[src/rtl/spi_slave_interface_pkg.sv]
`default_nettype none
// ============================================================================
// Module  : spi_slave_interface_pkg
// Purpose : Constants and state encoding shared by both ends of the
//           thermostat SPI link.
// Rev     : 1.0  initial release
// ============================================================================
package spi_slave_interface_pkg;

  localparam int SPI_DATA_W      = 20;
  localparam int SPI_CNT_W       = 5;
  localparam int SPI_SYNC_STAGES = 2;

  typedef enum logic [1:0] {
    IDLE   = 2'd0,
    ACTIVE = 2'd1,
    DONE   = 2'd2
  } spi_state_e;

endpackage
`default_nettype wire

[src/rtl/spi_slave_interface_sync_edge.sv]
`default_nettype none
// ============================================================================
// Module  : spi_sync_edge
// Purpose : Multi-stage synchroniser for an asynchronous pin, followed by a
//           history register that yields single-cycle rise/fall pulses.
// Rev     : 1.0  initial release
// ============================================================================
module spi_sync_edge #(
  parameter int STAGES = 2
) (
  input  logic clk,
  input  logic rst,
  input  logic din,
  output logic rise,
  output logic fall
);

  logic [STAGES-1:0] r_chain;
  logic              r_prev;
  logic              w_sync;

  assign w_sync = r_chain[STAGES-1];

  // Synchroniser chain plus one history flop; everything clears to 0 so a
  // pin that is already low after reset never produces a spurious fall.
  always_ff @(posedge clk or negedge rst) begin
    if (!rst) begin
      r_chain <= '0;
      r_prev  <= 1'b0;
    end else begin
      r_chain[0] <= din;
      for (int i = 1; i < STAGES; i++) begin
        r_chain[i] <= r_chain[i-1];
      end
      r_prev <= w_sync;
    end
  end

  assign rise = w_sync & ~r_prev;
  assign fall = ~w_sync & r_prev;

endmodule
`default_nettype wire

[src/rtl/spi_slave_interface.sv]
`default_nettype none
// ============================================================================
// Module  : spi_slave_interface
// Purpose : SPI mode-0 responder. Receives one DATA_W-bit frame per chip
//           select window on MOSI and returns a pre-loaded word on MISO.
// Rev     : 1.0  initial release
// ============================================================================
module spi_slave_interface
  import spi_slave_interface_pkg::*;
#(
  parameter int DATA_W      = SPI_DATA_W,
  parameter int SYNC_STAGES = SPI_SYNC_STAGES,
  parameter int CNT_W       = SPI_CNT_W
) (
  input  logic              clk,
  input  logic              rst,
  input  logic              sclk,
  input  logic              cs_n,
  input  logic              mosi,
  output logic              miso,
  input  logic [DATA_W-1:0] tx_data,
  input  logic              tx_load,
  output logic [DATA_W-1:0] rx_data,
  output logic              rx_valid,
  output logic              busy,
  output logic              frame_err
);

  localparam logic [CNT_W-1:0] c_cnt_full = CNT_W'(DATA_W);
  localparam logic [CNT_W-1:0] c_cnt_sat  = CNT_W'(DATA_W + 1);

  logic w_sclk_rise, w_sclk_fall;
  logic w_cs_rise, w_cs_fall;
  logic w_mosi_sync;

  logic [SYNC_STAGES-1:0] r_mosi_chain;

  spi_state_e        r_state, w_state_nxt;
  logic [CNT_W-1:0]  r_cnt, w_cnt_nxt;
  logic [DATA_W-1:0] r_tx_shift, w_tx_shift_nxt;
  logic [DATA_W-1:0] r_rx_shift, w_rx_shift_nxt;
  logic              r_miso, w_miso_nxt;
  logic [DATA_W-1:0] r_tx_shadow;
  logic [DATA_W-1:0] r_rx_data;
  logic              r_rx_valid;
  logic              r_frame_err;
  logic              r_cs_pend;

  spi_sync_edge #(.STAGES(SYNC_STAGES)) u_sclk_edge (
    .clk  (clk),
    .rst  (rst),
    .din  (sclk),
    .rise (w_sclk_rise),
    .fall (w_sclk_fall)
  );

  spi_sync_edge #(.STAGES(SYNC_STAGES)) u_cs_edge (
    .clk  (clk),
    .rst  (rst),
    .din  (cs_n),
    .rise (w_cs_rise),
    .fall (w_cs_fall)
  );

  // MOSI goes through the same depth as sclk so the sampled bit lines up
  // with the detected rising edge.
  always_ff @(posedge clk or negedge rst) begin
    if (!rst) begin
      r_mosi_chain <= '0;
    end else begin
      r_mosi_chain[0] <= mosi;
      for (int i = 1; i < SYNC_STAGES; i++) begin
        r_mosi_chain[i] <= r_mosi_chain[i-1];
      end
    end
  end

  assign w_mosi_sync = r_mosi_chain[SYNC_STAGES-1];

  // State and shift-path registers.
  always_ff @(posedge clk or negedge rst) begin
    if (!rst) begin
      r_state    <= IDLE;
      r_cnt      <= '0;
      r_tx_shift <= '0;
      r_rx_shift <= '0;
      r_miso     <= 1'b0;
    end else begin
      r_state    <= w_state_nxt;
      r_cnt      <= w_cnt_nxt;
      r_tx_shift <= w_tx_shift_nxt;
      r_rx_shift <= w_rx_shift_nxt;
      r_miso     <= w_miso_nxt;
    end
  end

  // Next-state and shift-path logic; a cs_n event takes priority over any
  // sclk edge detected in the same cycle.
  always_comb begin
    w_state_nxt    = r_state;
    w_cnt_nxt      = r_cnt;
    w_tx_shift_nxt = r_tx_shift;
    w_rx_shift_nxt = r_rx_shift;
    w_miso_nxt     = r_miso;
    case (r_state)
      IDLE: begin
        w_miso_nxt = 1'b0;
        if (w_cs_fall || r_cs_pend) begin
          w_tx_shift_nxt = r_tx_shadow;
          w_miso_nxt     = r_tx_shadow[DATA_W-1];
          w_cnt_nxt      = '0;
          w_state_nxt    = ACTIVE;
        end
      end
      ACTIVE: begin
        if (w_cs_rise) begin
          w_state_nxt = DONE;
        end else if (w_sclk_rise) begin
          w_rx_shift_nxt = {r_rx_shift[DATA_W-2:0], w_mosi_sync};
          if (r_cnt != c_cnt_sat) begin
            w_cnt_nxt = r_cnt + 1'b1;
          end
        end else if (w_sclk_fall && (r_cnt < c_cnt_full)) begin
          w_tx_shift_nxt = {r_tx_shift[DATA_W-2:0], 1'b0};
          w_miso_nxt     = r_tx_shift[DATA_W-2];
        end
      end
      DONE: begin
        w_miso_nxt  = 1'b0;
        w_state_nxt = IDLE;
      end
      default: begin
        w_miso_nxt  = 1'b0;
        w_state_nxt = IDLE;
      end
    endcase
  end

  // Frame completion results, shadow word and re-select tracking.
  always_ff @(posedge clk or negedge rst) begin
    if (!rst) begin
      r_rx_data   <= '0;
      r_rx_valid  <= 1'b0;
      r_frame_err <= 1'b0;
      r_tx_shadow <= '0;
      r_cs_pend   <= 1'b0;
    end else begin
      r_rx_valid  <= (r_state == DONE) && (r_cnt == c_cnt_full);
      r_frame_err <= (r_state == DONE) && (r_cnt != c_cnt_full);
      if ((r_state == DONE) && (r_cnt == c_cnt_full)) begin
        r_rx_data <= r_rx_shift;
      end
      if (tx_load) begin
        r_tx_shadow <= tx_data;
      end
      // A new select arriving during the DONE cycle is replayed in IDLE.
      r_cs_pend <= (r_state == DONE) && w_cs_fall;
    end
  end

  assign miso      = r_miso;
  assign rx_data   = r_rx_data;
  assign rx_valid  = r_rx_valid;
  assign frame_err = r_frame_err;
  assign busy      = (r_state != IDLE);

endmodule
`default_nettype wire

[config.mk]
export PLATFORM = sky130hd
export DESIGN_NAME = spi_slave_interface
export DESIGN_NICKNAME = d
export VERILOG_FILES = /design/src/rtl/spi_slave_interface_pkg.sv /design/src/rtl/spi_slave_interface_sync_edge.sv /design/src/rtl/spi_slave_interface.sv
export SDC_FILE = /design/constraint.sdc
export NUM_CORES = 1
export LEC_CHECK = 0
export CORE_MARGIN = 2
export CORE_UTILIZATION = 57
export DETAILED_ROUTE_END_ITERATION = 8
export DONT_BUFFER_PORTS = 1
export PLACE_DENSITY = 0.72
export REMOVE_ABC_BUFFERS = 1
export SETUP_SLACK_MARGIN = 0.1
export SLEW_MARGIN = 25
export SYNTH_ARGS = -nofsm -noshare
export SYNTH_HDL_FRONTEND = slang
export SYNTH_SLANG_ARGS = --single-unit
[constraint.sdc]
create_clock -name clk -period 1.9 [get_ports clk]
set_input_delay 0.19 -clock clk [delete_from_list [all_inputs] [get_ports clk]]
set_output_delay 0.19 -clock clk [all_outputs]
set_load 0.05 [all_outputs]
Word level (Yosys, flattened, before mapping):

Cells that the tools add are included.

* add/sub/neg operators: 1
* magnitude comparators: 1
* eq/ne operators: 12
* mux-type cells: 18
* bitwise logic cells: 9
* reduce and logical (&&, ||, !) cells: 13

Operator list (number)
* two-way mux 19 bit: 4
* case mux 19 bit (2 select lines): 1
* two-way mux 5 bit: 4
* inequality test 2 bit, second input constant: 5
* inequality test 5 bit, second input constant: 2
* case mux 5 bit (2 select lines): 1
* AND reduction 5 bit: 2
* AND reduction 3 bit: 2
* adder 5 x 1 -> 5 bit, second input constant: 1
* == test 5 bit, second input constant: 1
* less-than comparator 5 bit, second input constant: 1
* inverter 1 bit: 5
* bitwise AND 1 bit: 4
* logical AND 1 bit: 4
* two-way mux 1 bit: 4
* two-way mux 2 bit: 2
* inequality test 2 x 1 -> 1 bit, second input constant: 2
* case mux 2 bit (2 select lines): 1
* nonzero test 2 bit: 2
* == test 2 x 1 -> 1 bit, second input constant: 1
* == test 2 bit, second input constant: 1
* logical NOT 2 bit: 1
* case mux 1 bit (2 select lines): 1
* AND reduction 2 bit: 1
* logical OR 1 bit: 1

* register bits: 98
* output and inout bits: 24

Depth between registers and ports, before layout:

Gate-level depths: netlist of the first run.

* depth in word-level cells: 7
* depth in mapped cells: 6

By module:

Synthesis of the first run repeated with hierarchy kept, for this count alone.

* cell total of the unflattened synthesis: 261
* area total of the unflattened synthesis: 3990.1 um^2

Modules (own cells, without submodules)
* spi_slave_interface: times used 1, cells an instance 251, area an instance 3809.9 um^2
* spi_sync_edge: times used 2, cells an instance 5, area an instance 90.1 um^2

Least setup slack after synthesis of the first run:

OpenSTA, ideal clock, no wires.

* kind: register -> register
* start point: register r_state[0]
* end point: register r_tx_shift[3]
* setup time: 0.073 ns
* arrival time: 1.603 ns
* slack: 0.224 ns
* cell stages (with the launch flop): 7
* period minus slack after synthesis: 1.676 ns
* cells stage by stage: dfrtp_1 -> or2_1 -> o21bai_4 -> and2_4 -> buf_6 -> buf_6 -> a21oi_2

* word-level cells in the longest chain between the ends: 3
* elaborated cells on any way between the ends: 9

RTL lines
* start, declared: RTL line spi_slave_interface.sv:38 `spi_state_e r_state, w_state_nxt;`
* start signal, assigned: RTL line spi_slave_interface.sv:89 `r_state <= w_state_nxt;`
* == test 2 x 1 -> 1 bit or logical NOT 2 bit (tied branches): RTL line spi_slave_interface.sv:105 `case (r_state)`
* inequality test 2 bit (no line) or nonzero test 2 bit (tied branches)
* AND reduction 5 bit (no line)
* end signal, assigned: RTL line spi_slave_interface.sv:91 `r_tx_shift <= w_tx_shift_nxt;`
* end, declared: RTL line spi_slave_interface.sv:40 `logic [DATA_W-1:0] r_tx_shift, w_tx_shift_nxt;`

Several ways; a longest one is shown, not always the timed one.
A chain may end at the register's enable or synchronous reset.

Worst setup path after layout of the first run:

* start point: register u_cs_edge.r_prev
* end point: register r_tx_shift[16]

* word-level cells in the longest chain between the ends: 4
* elaborated cells on any way between the ends: 7

RTL lines
* start, declared: RTL line spi_slave_interface_sync_edge.sv:19 `logic r_prev;`
* start signal, assigned: RTL line spi_slave_interface_sync_edge.sv:35 `r_prev <= w_sync;`
* bitwise AND 1 bit or inverter 1 bit (tied branches): RTL line spi_slave_interface_sync_edge.sv:40, spi_slave_interface_sync_edge.sv:39
* logical OR 1 bit or bitwise AND 1 bit (tied branches): RTL line spi_slave_interface.sv:108, spi_slave_interface_sync_edge.sv:39
* inequality test 2 bit (no line)
* AND reduction 5 bit (no line) (*)

Every way passes the cells marked *; elsewhere a longest branch is shown, timed or not.

==> results.py, run 1 <==
metrics = {
    "timing": {
        "timing.slew.headroom": 0.377,
        "skew_ns": 0.0115,
        "setup_tns_ns": 0,
        "max_freq_ghz": 0.618,
        "report.final.slew_viol_count": 0,
        "hold_viol": 98,
        "rsz0062_at_grt": "no",
        "setup_viol": 0,
        "period_needed_ns": 1.62,
        "holdWs_ns": -0.475,
        "fin_crit_sh": 0.851,
        "tightest_slew_ns": 0.931,
    },
    "synthesis": {
        "synth.area.mux_share": 0.174,
        "synthSimpleGateAreaFrac": 0.0504,
        "synth-xor-area-share": 0,
        "synth_cell_types": 39,
        "synth-seq-cells": 98,
        "syn_area_per_cell_um2": 13.7,
        "synth_fa_ha_area_frac": 0.00968,
        "synthCells": 283,
        "yosysWarnings": 0,
        "synth_top_family_by_area": "multiplexers",
        "async_flop_share": 1.00,
        "yosysSeqAreaShare": 0.633,
        "synth_enable_flop_cells": 0,
        "synth_compound_area_frac": 0.0910,
        "synth_area_um2": 3880,
        "synth_top_flop_cell": "dfrtp_1",
    },
    "floorplan": {
        "chipWidth_um": 86.5,
        "rows": 30,
        "ios": 50,
        "chipHeight_um": 86.5,
        "core_area_um2": 6680,
        "dieArea_um2": 7480,
        "initial_core_util": 0.580,
    },
    "power_and_ir_drop": {
        "vdd_drop_max_v": 0.000627,
        "p_clk_frac": 0.264,
        "power_frac_comb": 0.164,
        "seq_power_share": 0.573,
        "fin_total_pwr_mw": 4.74,
        "cellPowerDensity_nw_per_um2": 1080,
        "p_int_mw": 3.41,
        "switchingPower_mw": 1.33,
        "leakagePower_nw": 2.10,
        "p_sw_frac": 0.280,
    },
    "worst_setup_path": {
        "reg2reg_slack_ns": 0.28,
        "startpoint": "u_cs_edge.r_prev",
        "crit_required_ns": 2.12,
        "critPathMaxStageDelay_ns": 0.42,
        "cp-end-kind": "flop",
        "r2r-start": "u_cs_edge.r_prev",
        "crit_family": "simple AND/OR/NAND/NOR gates",
        "crit_slowest_cell": "o21bai_4",
        "crit_fanout": 22,
        "crit_chain": "nor2b_1, o21bai_4, and2_4, a21oi_1",
        "critPathArrivalTime_ns": 1.84,
        "critPathLaunchType": "flop",
        "cp_num_buf_inv": 0,
        "timing.rr.end": "r_tx_shift[16]",
        "critPathKind": "flop to flop",
        "worst-r2r-cell-count": 4,
    },
    "grt": {
        "grt_pass1_vias": 2215,
        "grt_max_degree": 99,
        "overflow": 0,
        "grt.total_usage": 0.187,
        "grt_pass1_wl_um": 10800,
        "antenna_found_initial": 0,
    },
    "outcome": {
        "violations": "hold timing",
        "status": "finished, violations left",
    },
    "job": {
        "maxCapViolCount": 0,
    },
    "clocking": {
        "cts_tree": "yes",
        "cts.repair.resized": 0,
        "cts_made_buffers": 9,
        "cts_sinks": 98,
        "clockBufferDepth": 2,
        "clock_latency_ns": 0.35,
        "cts-htree-levels": 3,
        "cts_root_buffer": "clkbuf_8",
        "cts.clk_slew.worst_paths_ns": 0.09,
        "cts_hold_buf": 25,
        "post_cts.repair.setup_buffers": 0,
    },
    "hold_path": {
        "hp-class": "input pin to async pin",
    },
    "finish": {
        "final_nets": 341,
        "drive_above_1_share": 0.218,
        "mostFrequentLayoutCells": "98 x dfrtp_1, 35 x mux2_2, 25 x mux2_1, 25 x dlygate4sd3_1, 24 x inv_1",
        "antennaDiodeCount": 0,
        "area_delta_synth_final_pct": 13.8,
        "fin_util": 0.660,
        "layout_commonest_cell": "dfrtp_1",
    },
    "routing": {
        "drc": 0,
        "first_pass_iters": 4,
        "routed_wl_um": 6250,
        "via_per_inst": 5.58,
        "drt_iter0_drc": 108,
        "postRouteAntennaNets": 0,
        "vias": 2215,
        "wl_per_cell_um": 15.7,
    },
    "placed_design": {
        "globalplace.congestion": 0.787,
        "io_buffers": 0,
        "dp_hpwl_um": 3930,
    },
}
## final cells by class
class | count | area, µm²
fill | 502 | 2270
clock buffer | 13 | 169
multi-input combinational | 149 | 1260
sequential | 98 | 2450
timing repair buffer | 30 | 313
tap | 80 | 100
clock inverter | 3 | 21.3
inverter | 24 | 90.1
## power by group through the flow
stage / logic (mW) / registers [mW] / clock network [mW]
CTS: 0.782 / 2.72 / 1.30
global route: 0.874 / 2.77 / 1.39
floorplan: 0.602 / 2.68 / 0
finish: 0.776 / 2.72 / 1.25
global placement: 0.698 / 2.74 / 0
detailed placement: 0.738 / 2.75 / 0
## how the worst max path moves through the flow
stage | endpoint | slack [ns] | cells past startpoint
4_1_cts | r_tx_shift[16] | 0.27 | 4
6_report | r_tx_shift[16] | 0.28 | 4
2_1_floorplan | rx_data[14] | -0.24 | 4
3_3_place_gp | r_tx_shift[17] | 0.32 | 4
5_1_grt | r_cnt[2] | 0.14 | 4
3_5_place_dp | r_tx_shift[18] | 0.27 | 4
## sequential cells by signal (all words and copies together), names as in the netlist
| name | count |
|---|---|
| frame_err | 1 |
| r_cs_pend | 1 |
| u_cs_edge.r_chain | 2 |
| u_cs_edge.r_prev | 1 |
| u_sclk_edge.r_chain | 2 |
| rx_valid | 1 |
| r_state | 2 |
| r_cnt | 5 |
| r_tx_shift | 19 |
| u_sclk_edge.r_prev | 1 |
| r_mosi_chain | 2 |
| miso | 1 |
| rx_data | 20 |
| r_tx_shadow | 20 |
| r_rx_shift | 20 |
## logic make-up after synthesis
group | Yosys count
flip-flops | 98
multiplexers | 60
AO/OA/AOI/OAI | 52
buffers and inverters | 36
AND/OR/NAND/NOR | 34
adder cells (fa/ha/maj) | 3
## routing by layer
| layer | track usage | share of wire |
|---|---|---|
| met3 | 0.0400 | 0.043 |
| met1 | 0.246 | 0.46 |
| met2 | 0.303 | 0.48 |
| met4 | 0.0767 | 0.016 |
| met5 | 0 | 0 |
## Yosys cell counts (all sizes together) (3+ instances only)
| cell | number | area (µm²) |
|---|---|---|
| nand2b | 3 | 18.8 |
| nor2 | 4 | 15.0 |
| o22ai | 18 | 113 |
| buf | 10 | 65.1 |
| nor2b | 4 | 25.0 |
| nand2 | 6 | 22.5 |
| mux2 | 60 | 676 |
| dfrtp | 98 | 2450 |
| nand3 | 5 | 25.0 |
| o21ai | 6 | 30.0 |
| ha | 3 | 37.5 |
| a21oi | 20 | 138 |
| inv | 24 | 90.1 |
## metrics by stage
stage          setup slack, ns  std cells  cell area [µm²]
5_1_grt                  0.141        397             4410
2_1_floorplan           -0.241        271             3800
3_3_place_gp             0.318        356             3970
4_1_cts                  0.267        397             4410
3_5_place_dp             0.271        356             3970
6_report                 0.282        397             4410
(Power assumes the default switching activity.)
==> inputs of run 2 (changes only) <==
REMOVE_ABC_BUFFERS = not set   (was 1)
SETUP_SLACK_MARGIN = not set   (was 0.1)
==> results.py, run 2 (synthesized netlist as in run 1, its figures left out) <==
metrics = {
    "routing": {
        "via_per_inst": 5.63,
        "first_pass_iters": 4,
        "routed_wl_um": 6240,
        "drc": 0,
        "drt_iter0_drc": 71,
        "wl_per_cell_um": 15.8,
        "vias": 2223,
        "postRouteAntennaNets": 0,
    },
    "worst_setup_path": {
        "crit_chain": "nor2b_1, o21bai_4, and2_4, a21oi_1",
        "cp-end-kind": "flop",
        "critPathArrivalTime_ns": 1.92,
        "crit_slowest_cell": "o21bai_4",
        "critPathMaxStageDelay_ns": 0.45,
        "critPathKind": "flop to flop",
        "crit_fanout": 22,
        "crit_required_ns": 2.14,
        "critPathLaunchType": "flop",
    },
    "power_and_ir_drop": {
        "fin_total_pwr_mw": 4.74,
        "leakagePower_nw": 2.10,
        "vdd_drop_max_v": 0.000964,
        "cellPowerDensity_nw_per_um2": 1080,
    },
    "placed_design": {
        "io_buffers": 0,
        "dp.cells": 355,
        "dp_hpwl_um": 3880,
        "globalplace.congestion": 0.756,
        "place_area_um2": 3960,
        "dp_slack_ns": 0.243,
    },
    "outcome": {
        "violations": "hold timing",
        "status": "finished, violations left",
    },
    "grt": {
        "grt_max_degree": 99,
        "grt_pass1_vias": 2198,
        "grt.total_usage": 0.181,
        "antenna_found_initial": 0,
        "grt_pass1_wl_um": 10400,
        "overflow": 0,
    },
    "clocking": {
        "clock_latency_ns": 0.36,
        "cts.clk_slew.worst_paths_ns": 0.10,
        "cts_made_buffers": 9,
        "cts_tree": "yes",
        "clockBufferDepth": 2,
        "cts_hold_buf": 24,
        "cts_sinks": 98,
        "cts_root_buffer": "clkbuf_8",
        "cts-htree-levels": 3,
    },
    "hold_path": {
        "hp-class": "input pin to async pin",
    },
    "finish": {
        "final_cells": 395,
        "final_nets": 339,
        "finalInstanceArea_um2": 4390,
        "mostFrequentLayoutCells": "98 x dfrtp_1, 35 x mux2_2, 25 x mux2_1, 24 x inv_1, 23 x dlygate4sd3_1",
        "drive_above_1_share": 0.219,
        "fill_cells": 495,
        "layout_commonest_cell": "dfrtp_1",
        "area_delta_synth_final_pct": 13.2,
        "fin_util": 0.657,
        "antennaDiodeCount": 0,
    },
    "floorplan": {
        "chipHeight_um": 86.5,
        "dieArea_um2": 7480,
        "chipWidth_um": 86.5,
        "core_area_um2": 6680,
        "ios": 50,
        "rows": 30,
        "initial_core_util": 0.580,
    },
    "timing": {
        "period_needed_ns": 1.68,
        "rsz0062_at_grt": "no",
        "holdWs_ns": -0.488,
        "hold_viol": 98,
        "skew_ns": 0.0134,
        "setup_ws_ns": 0.220,
        "setup_viol": 0,
        "timing.slew.headroom": 0.374,
        "tightest_slew_ns": 0.940,
        "max_freq_ghz": 0.595,
        "setup_tns_ns": 0,
        "fin_crit_sh": 0.884,
        "report.final.slew_viol_count": 0,
    },
    "synthesis": {
        "syn-num-nets": 312,
    },
    "job": {
        "maxCapViolCount": 0,
    },
}
==> run 2: worst paths after layout <==
kind,startpoint,to,slack [ns],cells past startpoint
hold reg to reg,r_mosi_chain[0],r_mosi_chain[1],0.36,0
setup / recovery,u_cs_edge.r_prev,r_tx_shift[2],0.22,4
setup reg to reg,u_cs_edge.r_prev,r_tx_shift[2],0.22,4
min in group clk,r_mosi_chain[0],r_mosi_chain[1],0.36,0
max in group asynchronous,rst,r_tx_shift[17],2.28,0
hold / removal,rst,rx_data[11],-0.49,0
==> run 2: area by class of cell <==
class                   instances  area [µm²]  share of cell area
clock inverters                 7        60.1              0.0137
clock buffers                   9         124              0.0282
flip-flops and latches         98        2450               0.559
well taps                      80         100              0.0228
repair buffers                 28         298              0.0679
multi-input cells             149        1260               0.288
inverters                      24        90.1              0.0205
==> run 2: report_power, final <==
part           switching (mW)  internal [mW]
registers               0.276           2.44
logic                   0.393          0.382
clock network           0.749          0.497
total                    1.42           3.32
==> run 2: layer usage <==
| metal | wire length (µm) | up-vias | track usage | share of wire |
|---|---|---|---|---|
| met5 | 0 | - | 0 | 0 |
| met4 | 123 | 0 | 0.0866 | 0.020 |
| met3 | 276 | 10 | 0.0457 | 0.044 |
| met2 | 2960 | 57 | 0.279 | 0.47 |
| met1 | 2880 | 1102 | 0.242 | 0.46 |
| li1 | - | 1054 | - | - |
==> run 2: critical path, delay by kind of cell (launching register included) <==
family	cells	cell delay (ns)
simple gates	2	0.58
compound gates	2	0.56
flops	1	0.41
==> run 2: what timing repair did <==
item                                    in CTS  in global routing
setup buffers                                0                  0
resized for setup                            0                  1
endpoints found under the hold margin      121                 98
endpoints found under the setup margin       0                  1
